===== config.mk =====
export PLATFORM = sky130hd
export DESIGN_NAME = lab9_soc_sysid_regs_flat
export DESIGN_NICKNAME = d
export VERILOG_FILES = /design/src/rtl/lab9_soc_sysid_regs_if.sv /design/src/rtl/lab9_soc_sysid_regs.sv /design/src/flat_wrapper.sv
export SDC_FILE = /design/constraint.sdc
export NUM_CORES = 1
export LEC_CHECK = 0
export BUFFER_PORTS_ARGS = -buffer_cell sky130_fd_sc_hd__buf_2
export CAP_MARGIN = 20
export CORE_UTILIZATION = 54
export DETAILED_ROUTE_END_ITERATION = 7
export PLACE_DENSITY = 0.84
export REMOVE_ABC_BUFFERS = 1
export SETUP_SLACK_MARGIN = 0.15
export SYNTH_ARGS = -nofsm -noshare
export SYNTH_HDL_FRONTEND = slang
export SYNTH_SLANG_ARGS = --single-unit

===== constraint.sdc =====
create_clock -name clock -period 5.03 [get_ports clock]
set_clock_uncertainty 0.2 [all_clocks]
set_input_delay 1.006 -clock clock [delete_from_list [all_inputs] [get_ports clock]]
set_output_delay 1.006 -clock clock [all_outputs]
set_load 0.05 [all_outputs]

===== src/rtl/lab9_soc_sysid_regs_if.sv =====
// lab9_soc_sysid_regs_if: Avalon-MM slave bus bundle for the sysid register bank
interface lab9_soc_sysid_regs_if;
  logic [2:0]  address;
  logic        read;
  logic        write;
  logic [3:0]  byteenable;
  logic [31:0] writedata;
  logic [31:0] readdata;
  logic        readdatavalid;
  modport master (output address, read, write, byteenable, writedata, input readdata, readdatavalid);
  modport slave  (input address, read, write, byteenable, writedata, output readdata, readdatavalid);
endinterface


===== src/rtl/lab9_soc_sysid_regs.sv =====
// lab9_soc_sysid_regs: ID/timestamp/scratch/caps register bank with pipelined reads; uptime counter built when SYSID_UPTIME_EN is defined
module lab9_soc_sysid_regs #(
  parameter logic [31:0] SYSID_ID        = 32'd0,
  parameter logic [31:0] SYSID_TIMESTAMP = 32'd1509475608,
  parameter int          READ_LATENCY    = 1,
  parameter logic [31:0] SCRATCH_RESET   = 32'h0000_0000
) (
  input logic                   clock,
  input logic                   reset,
  lab9_soc_sysid_regs_if.slave  bus
);
  if (READ_LATENCY < 1 || READ_LATENCY > 4) begin : g_bad_latency
    $error("lab9_soc_sysid_regs: READ_LATENCY must be 1..4");
  end
  logic        acc_rd;
  logic [31:0] rd_data;
  logic [31:0] scratch;
  logic [31:0] up_lo;
  logic [31:0] up_hi;
  logic [READ_LATENCY-1:0] vld_q;
  logic [31:0] dat_q [READ_LATENCY];
  // a simultaneous write wins; the read is dropped entirely
  assign acc_rd = bus.read & ~bus.write;
`ifdef SYSID_UPTIME_EN
  localparam logic CAP_UP = 1'b1;
  logic [63:0] uptime;
  logic [31:0] hi_snap;
  // free-running counter; a low-word read freezes the high word for a later atomic read
  always_ff @(posedge clock) begin
    if (reset) begin
      uptime  <= '0;
      hi_snap <= '0;
    end else begin
      uptime <= uptime + 64'd1;
      if (acc_rd && bus.address == 3'd3) hi_snap <= uptime[63:32];
    end
  end
  assign up_lo = uptime[31:0];
  assign up_hi = hi_snap;
`else
  localparam logic CAP_UP = 1'b0;
  assign up_lo = '0;
  assign up_hi = '0;
`endif
  // byte-lane writable scratch register
  always_ff @(posedge clock) begin
    if (reset) scratch <= SCRATCH_RESET;
    else if (bus.write && bus.address == 3'd2)
      for (int b = 0; b < 4; b++)
        if (bus.byteenable[b]) scratch[8*b +: 8] <= bus.writedata[8*b +: 8];
  end
  // read mux sampled in the acceptance cycle
  always_comb begin
    rd_data = '0;
    case (bus.address)
      3'd0: rd_data = SYSID_ID;
      3'd1: rd_data = SYSID_TIMESTAMP;
      3'd2: rd_data = scratch;
      3'd3: rd_data = up_lo;
      3'd4: rd_data = up_hi;
      3'd5: rd_data = {16'h5359, 7'd0, CAP_UP, 8'(READ_LATENCY)};
      default: rd_data = '0;
    endcase
  end
  // {valid, data} shift pipeline; data is zeroed when not valid so readdata idles at 0
  always_ff @(posedge clock) begin
    if (reset) begin
      vld_q <= '0;
      for (int i = 0; i < READ_LATENCY; i++) dat_q[i] <= '0;
    end else begin
      vld_q[0] <= acc_rd;
      dat_q[0] <= acc_rd ? rd_data : 32'd0;
      for (int i = 1; i < READ_LATENCY; i++) begin
        vld_q[i] <= vld_q[i-1];
        dat_q[i] <= dat_q[i-1];
      end
    end
  end
  assign bus.readdatavalid = vld_q[READ_LATENCY-1];
  assign bus.readdata      = dat_q[READ_LATENCY-1];
endmodule


===== src/flat_wrapper.sv =====
// flat-port wrapper written by rule: the top's interface ports become plain ports
module lab9_soc_sysid_regs_flat 
#(
  parameter logic [31:0] SYSID_ID        = 32'd0,
  parameter logic [31:0] SYSID_TIMESTAMP = 32'd1509475608,
  parameter int          READ_LATENCY    = 1,
  parameter logic [31:0] SCRATCH_RESET   = 32'h0000_0000
)
  (clock, reset, bus_address, bus_read, bus_write, bus_byteenable, bus_writedata, bus_readdata, bus_readdatavalid);
  lab9_soc_sysid_regs_if bus_i ();
  input logic clock;
  input logic reset;
  input wire logic [$bits(bus_i.address)-1:0] bus_address;
  input wire logic [$bits(bus_i.read)-1:0] bus_read;
  input wire logic [$bits(bus_i.write)-1:0] bus_write;
  input wire logic [$bits(bus_i.byteenable)-1:0] bus_byteenable;
  input wire logic [$bits(bus_i.writedata)-1:0] bus_writedata;
  output wire logic [$bits(bus_i.readdata)-1:0] bus_readdata;
  output wire logic [$bits(bus_i.readdatavalid)-1:0] bus_readdatavalid;
  assign bus_i.address = bus_address;
  assign bus_i.read = bus_read;
  assign bus_i.write = bus_write;
  assign bus_i.byteenable = bus_byteenable;
  assign bus_i.writedata = bus_writedata;
  assign bus_readdata = bus_i.readdata;
  assign bus_readdatavalid = bus_i.readdatavalid;
  lab9_soc_sysid_regs #(.SYSID_ID(SYSID_ID), .SYSID_TIMESTAMP(SYSID_TIMESTAMP), .READ_LATENCY(READ_LATENCY), .SCRATCH_RESET(SCRATCH_RESET)) u_core (.clock(clock), .reset(reset), .bus(bus_i));
endmodule

# Yosys cells after proc, flatten, opt, wreduce, memory -nomap -nowiden
# Memories as Yosys holds them, arrays and structs flattened.
# Cells that the tools add are included.
# word_totals
ff_bits,33
ramBits,32
inputBits,43
output_inout_bits,33
wordCells,24
memories,1
# memory_table
name,words,word_bits,rd,rd_clocked_by_memory_dff,write_ports,line,rtl
u_core.dat_q,1,32,1,0,1,lab9_soc_sysid_regs.sv:21,logic [31:0] dat_q [READ_LATENCY];
# classes
eq_ne,3
mux,7
bitwise_logic,2
reduce_logical,6
# op_table
cell,count
one-hot mux 32 bit (3 select lines),1
2-to-1 mux 32 bit,2
OR reduction 32 bit,1
AND reduction 2 bit,4
2-to-1 mux 1 bit,4
== test 3 x 1 -> 1 bit (second input constant),1
== test 3 x 2 -> 1 bit (second input constant),1
== test 3 bit (second input constant),1
bitwise AND 1 bit,1
logical AND 1 bit,1
NOT 1 bit,1

# Depth between registers and ports, before layout
# Gate-level depths: netlist of the first run.
# depth
word_depth,4
mapped_depth,5
mapped_depth_nobuf,3

# Worst setup path before layout of the first run
# OpenSTA, ideal clock, no wires.
# synth_timing
kind,input port to flip-flop
from,in bus_address[2]
to,mem u_core.dat_q[0][11]
t_arrival_ns,2.173
required_ns,4.773
path_slack_ns,2.599
cell_stages,5
n_path_buf,2
path_cell_list,or4b_1 buf_6 nor3b_4 buf_6 and2_2
# synth_via
elab_chain_len,4
# synth_rtl
item,line,rtl
from (decl),flat_wrapper.sv:13,input wire logic [$bits(bus_i.address)-1:0] bus_address;
"== test 3 bit, or another cell as far along",lab9_soc_sysid_regs.sv:55,case (bus.address)
one-hot mux 32 bit (3 select lines) (*),lab9_soc_sysid_regs.sv:55,
2-to-1 mux 32 bit (*),lab9_soc_sysid_regs.sv:72,dat_q[0] <= acc_rd ? rd_data : 32'd0;
2-to-1 mux 32 bit (no source line) (*),--,
to (decl),lab9_soc_sysid_regs.sv:21,
# Mark *: on every way between the ends. The rest lies on a longest branch, timed or not.

# Worst setup path in the final report of the first run
# layout_timing
from,in reset
to,mem u_core.dat_q[0][1]
# layout_via
elab_chain_len,3
# layout_rtl
item,line,rtl
from (decl),flat_wrapper.sv:12,input logic reset;
2-to-1 mux 1 bit (on tied branches),"lab9_soc_sysid_regs.sv:72, lab9_soc_sysid_regs.sv:67",
OR reduction 32 bit (no source line) / 2-to-1 mux 1 bit (equally long branches),--,
2-to-1 mux 32 bit (no source line) / 2-to-1 mux 1 bit (equally long branches),--,
# Parallel ways exist; a longest one is shown, timed or not.

==> metrics, run 1 <==
status=completed; FP Rows=23; worst hold start=u_core.scratch[29]; Slew Limit Headroom=33.9%; clock root buffer=clkbuf_8; most common cell after layout, fill and taps aside=buf_2; VDD IR max=0.000249 V; setup_tns=0 ns; critical path class=in2reg; initial antenna violation count=0; Via-to-Cell Ratio=5.36; pwr dens=343 nW/um^2; Die W=68.8 um; CP cell instances=buf_2 -> or4b_1 -> nor3b_4 -> and2_2; Min-Delay Endpoint=u_core.dat_q[0][29]; CP delay by family, top=simple AND/OR/NAND/NOR gates; post-synth top area share=53.9%; register clock-pin slew on the reported worst setup and hold paths=0.06 ns; die span in y=68.8 um; # DRC=0; hold depth=1; CP arrival=2.94 ns; vias in the first global route=1699; measured slew at the worst slew-check pin=0.989 ns; RR Startpoint=u_core.scratch[27]; DR vias=1956; Hold Buf Count CTS=0; Max clock buf depth=2; Placement Cell Area=2750 um^2; Final Hold Vio Count=0; global-route wire length before repair=7830 um; Synth area leader=dfxtp_1; Placeable Area=4140 um^2; Fill cells=331; RSZ-0062 raised after global routing=false; die area=4740 um^2; fin crit period=2.86 ns; Critical path buffers and inverters=1; RR Endpoint=u_core.dat_q[0][27]; synth top area cells=dfxtp_1 (54%), nand4b_1 (12%), nand2b_1 (8.6%); gr usage total=23.4%; reg-to-reg slack, setup=4.14 ns; n_diodes=0; Critical Path RT=5.11 ns; final instance area=2930 um^2; synth warn=0; worst reg2reg path depth=2; final slew viol count=0; Final Cycle Share=56.8%; hold crit path type=reg2reg; setup violators final=0; clk_lat worst skew=0.34 ns; DRT iter0 DRCs=158; Avg Cell Area, Syn=9.73 um^2; DRT Pass-1 Iters=5; io pins=76; Synth async-reset ratio=0%; Post-CTS Setup Inserts=0; Synth cell types=20; Yosys reg bits=65; H-Tree Depth=3; highest clock rate=0.350 GHz; top_reg_cell synth=dfxtp_1; pin count of the biggest net entering global routing=67; post-CTS sizing=0; grt total ovfl=0; Max FO, Critical Path=66; CP startpoint kind=primary input; Seq/Total Area, Yosys=53.9%; Post-synth EDFFs=0; Leak Pwr=0.00120 uW; Post-Syn Area=2410 um^2; Num CTS Buffers=9; Port Buffer Count=75; Area Overhead vs Synth=21.6%; Syn Inst Count=248; HPWL after DPL=3120 um; CP max-delay cell=or4b_1; Max-cap violations=0; post-route ant nets=0; total wire length=5050 um; Worst path max stage delay=0.77 ns; CTS tree=done; initial cell density of the core=58.2%; DR WL/cell=13.8 um; endpoint class of the critical path=flop; TritonCTS Sinks=65; commonest cells after routing, fill and taps aside=buf_2 (75), dfxtp_1 (65), nand2b_1 (33); final net count=353; hold_ws=0.251 ns; layout cell share with drive strength beyond 1=32.4%; Placer Congestion=0.775
metrics by stage:
stage	cells	setup slack [ns]	power [uW]	util [%]
6_report	365	2.17	1010	70.8
2_1_floorplan	224	2.54	560	-
3_5_place_dp	349	1.84	593	66.2
5_1_grt	365	2.03	1040	70.8
3_3_place_gp	349	1.94	592	66.2
4_1_cts	365	2.20	1010	70.8
cell usage after synthesis, types with 2 or more instances:
cell / count
buf_1: 3
nand2_1: 18
o21ai_0: 32
and2_1: 4
and2_2: 11
and2_0: 3
dfxtp_1: 65
clkbuf_1: 19
buf_6: 2
nand4b_1: 32
a21oi_1: 18
nand2b_1: 33
registers in the layout, summed over array words and instances (netlist names):
register,flops
u_core.bus.readdatavalid,1
u_core.dat_q,32
u_core.scratch,32
layout make-up:
class                           instances  area [um^2]  area share, %
Tap cell                               50         62.6           2.13
Multi-Input combinational cell        158         1000           34.2
Sequential cell                        65         1300           44.3
Timing Repair Buffer                   75          375           12.8
Clock inverter                          3         40.0           1.36
Clock buffer                           13          149           5.07
Inverter                                1         3.75          0.128
cells by family (layout without fill, tap and decap cells):
group	after synthesis	in the layout	share of synthesized area, %
AO/OA/AOI/OAI	50	50	10.4
buffers and inverters	25	92	4.51
flip-flops	65	65	53.9
AND/OR/NAND/NOR	108	108	31.2
how the worst max path moves through the flow:
stage	slack, ns	start	cells past startpoint	endpoint
after floorplan	2.54	bus_address[2]	3	u_core.dat_q[0][11]
after global placement	1.94	reset	4	u_core.dat_q[0][31]
after detailed placement	1.84	reset	4	u_core.dat_q[0][1]
after CTS	2.20	reset	4	u_core.dat_q[0][1]
after global routing	2.03	reset	4	u_core.dat_q[0][6]
final	2.17	reset	4	u_core.dat_q[0][1]
where the power goes:
part           total, uW  switching (uW)  internal (uW)
Sequential           522            2.07            520
Clock                425             184            241
Combinational       60.0            35.0           25.0
Total               1010             221            786
per-layer routing:
metal  track usage (%)  share of wire, %  vias to the layer above
met5                 0                 0                        -
met1              29.9                46                      884
met3              8.39               6.4                       12
li1                  -                 -                      977
met4              9.18               1.6                        0
met2              35.9                46                       83
(Power assumes the default switching activity.)
==> run 2, diff against run 1 <==
- ABC_AREA: unset -> 1
- CORE_UTILIZATION: 54 -> 45
- PLACE_DENSITY: 0.84 -> 0.75
- clock period: 5.03 -> 2.4 ns (I/O delays scaled with it)
==> metrics, run 2 <==
status=completed; Clk pwr share=43.7% (+1.5 points); Avg Cell Area, Syn=7.60 um^2 (-22%); NetSw=480 uW (+120%); synth warn=0 (unchanged); initial antenna violation count=0 (unchanged); Critical Path RT=1.72 ns (-3.39 ns); Post-Syn Area=2330 um^2 (-3.6%); Leak Pwr=0.00156 uW (+30%); post-route ant nets=0 (unchanged); CP cell instances=buf_2; VDD IR max=0.000367 V (+48%); global-route wire length before repair=7890 um (+0.70%); top_reg_cell synth=dfxtp_1; Placer Congestion=0.807 (+4.2%); post-CTS sizing=0 (unchanged); # DRC=0 (unchanged); CP arrival=0.93 ns (-2.01 ns); pin count of the biggest net entering global routing=33 (-51%); hold crit path type=in2reg; DRT iter0 DRCs=49 (-69%); final instance area=2940 um^2 (+0.30%); Max FO, Critical Path=1 (-98%); Die W=73.9 um (+7.4%); RSZ-0062 raised after global routing=false; Area Overhead vs Synth=26.5%; Synth cell types=13 (-35%); most common cell in the synthesized netlist=nand2_1; Synth async-reset ratio=0% (unchanged); fin crit period=1.61 ns; Final Cycle Share=66.9%; initial cell density of the core=48.0% (-10 points); Seq/Total Area, Yosys=55.9% (+2.0 points); total wire length=4780 um (-5.5%); register clock-pin slew on the reported worst setup and hold paths=0.06 ns (about the same); final net count=429 (+22%); Sw Share=22.0% (+0.049 points); DRT Pass-1 Iters=4 (-1); final slew viol count=0 (unchanged); pre-CTS setup slack=0.495 ns (-1.34 ns); setup violators final=0 (unchanged); CP max-delay cell=dfxtp_1; clock root buffer=clkbuf_8; Worst path max stage delay=0.32 ns (-0.45 ns); multi-input logic area=767 um^2 (-23%); FP Rows=25 (+8.7%); TritonCTS Sinks=65 (unchanged); logic gate share of total power=6.0% (about the same); Post-synth EDFFs=0 (unchanged); io pins=76 (unchanged); top cells by count, synth=nand2_1 (86), nor2_1 (66), dfxtp_1 (65), inv_1 (39), a21oi_1 (18); die span in y=73.9 um (+7.4%); register area=1300 um^2 (unchanged); post-synth top area share=55.9% (+2.0 points); Yosys reg bits=65 (unchanged); Synth area leader=dfxtp_1; placed insts=442 (+27%); layout cell share with drive strength beyond 1=24.8% (-7.6 points); n_diodes=0 (unchanged); Max-cap violations=0 (unchanged); grt total ovfl=0 (unchanged); endpoint class of the critical path=output port; sequential power share=50.3% (-1.5 points); Fill cells=436 (+32%); DR WL/cell=10.4 um (-25%); Syn Inst Count=306 (+23%); clk_lat worst skew=0.34 ns (about the same); DR vias=1989 (+1.7%); Slew Limit Headroom=59.8% (+26 points); Layout Cells excl Fill=458 (+25%); commonest cells after routing, fill and taps aside=nand2_1 (86), buf_2 (75), nor2_1 (66); highest clock rate=0.623 GHz; pwr dens=743 nW/um^2 (+120%); Hold Buf Count CTS=0 (unchanged); Post-CTS Setup Inserts=0 (unchanged); Power Internal=1710 uW (+120%); Port Buffer Count=75 (unchanged); Critical path buffers and inverters=1 (unchanged); final worst-path setup slack=0.794 ns (-1.38 ns); Num CTS Buffers=9 (unchanged); Via-to-Cell Ratio=4.34 (-19%); synth top area cells=dfxtp_1 (56%), nand2_1 (14%), nor2_1 (11%); Max clock buf depth=2 (unchanged); Final Hold Vio Count=0 (unchanged); measured slew at the worst slew-check pin=0.601 ns (-0.388 ns); CP delay by family, top=flip-flops; setup_tns=0 ns (unchanged); gr usage total=19.8% (-3.6 points); critical path class=reg2out; Placeable Area=4850 um^2 (+17%); vias in the first global route=1781 (+4.8%); die area=5460 um^2 (+15%); HPWL after DPL=3080 um (-1.1%); Placement Cell Area=2740 um^2 (-0.36%); most common cell after layout, fill and taps aside=nand2_1; CTS tree=done; CP startpoint kind=flop; H-Tree Depth=3 (unchanged)
-- run 2: cell types whose count changed in the layout (fill, tap and decap cells not counted), sizes merged, moves of 2 or more --
cell / before / now
and2: 18 / 0
buf: 75 / 81
inv: 1 / 40
nand2: 18 / 86
nand2b: 33 / 0
nand4: 0 / 4
nand4b: 32 / 0
nor2: 0 / 67
nor3: 0 / 14
nor3b: 2 / 0
o21ai: 32 / 0
-- run 2: worst paths after layout --
check	startpoint	end	slack, ns	depth (start not counted)
hold / removal	bus_writedata[4]	u_core.scratch[4]	0.16	3
setup reg to reg	u_core.scratch[27]	u_core.scratch[27]	1.55	4
setup / recovery	u_core.dat_q[0][25]	bus_readdata[25]	0.79	1
hold reg to reg	u_core.scratch[7]	u_core.dat_q[0][7]	0.24	2
-- run 2: cell type report --
type	instances	share of cell area [%]
sequential	65	44.2
multi-input combinational	189	26.1
timing repair buffer	81	14.7
clock buffer	14	5.87
inverter	40	5.10
tap	67	2.85
clock inverter	2	1.19
-- run 2: worst register-to-register path, stage by stage, from the launching register on --
cell	delay, ns
dfxtp_1	0.31
inv_1	0.05
nand2_1	0.05
nand2_1	0.10
nor2_1	0.04
-- run 2: metal layers --
layer / track usage (%) / up-vias / part of all wire [%]
met4: 9.62 / 0 / 0.44
met1: 23.9 / 852 / 46
met5: 0 / - / 0
li1: - / 1072 / -
met3: 7.82 / 5 / 7.5
met2: 30.7 / 60 / 46
-- run 2: cell families (layout without fill, tap and decap cells) --
group                  after synthesis  in the layout  share of synthesized area (%)
AOI/OAI and AO/OA                   18             18                           3.87
buffers and inverters               52            137                           11.1
DFF                                 65             65                           55.9
and+or+nand+nor                    171            171                           29.1
-- run 2: metrics by stage --
stage          hold slack, ns  utilization, %  power (uW)
6_report                0.163            60.7        2190
5_1_grt                 0.151            60.7        2270
4_1_cts                 0.148            60.7        2210
3_5_place_dp            0.236            56.4        1260
3_3_place_gp            0.233            56.4        1250
2_1_floorplan           0.224               -        1190
-- run 2: power by group through the flow --
stage	clock network, uW	logic, uW	registers, uW
final	956	131	1100
after global routing	1020	147	1100
after CTS	976	132	1100
after detailed placement	0	131	1120
after global placement	0	131	1120
after floorplan	0	50.9	1140
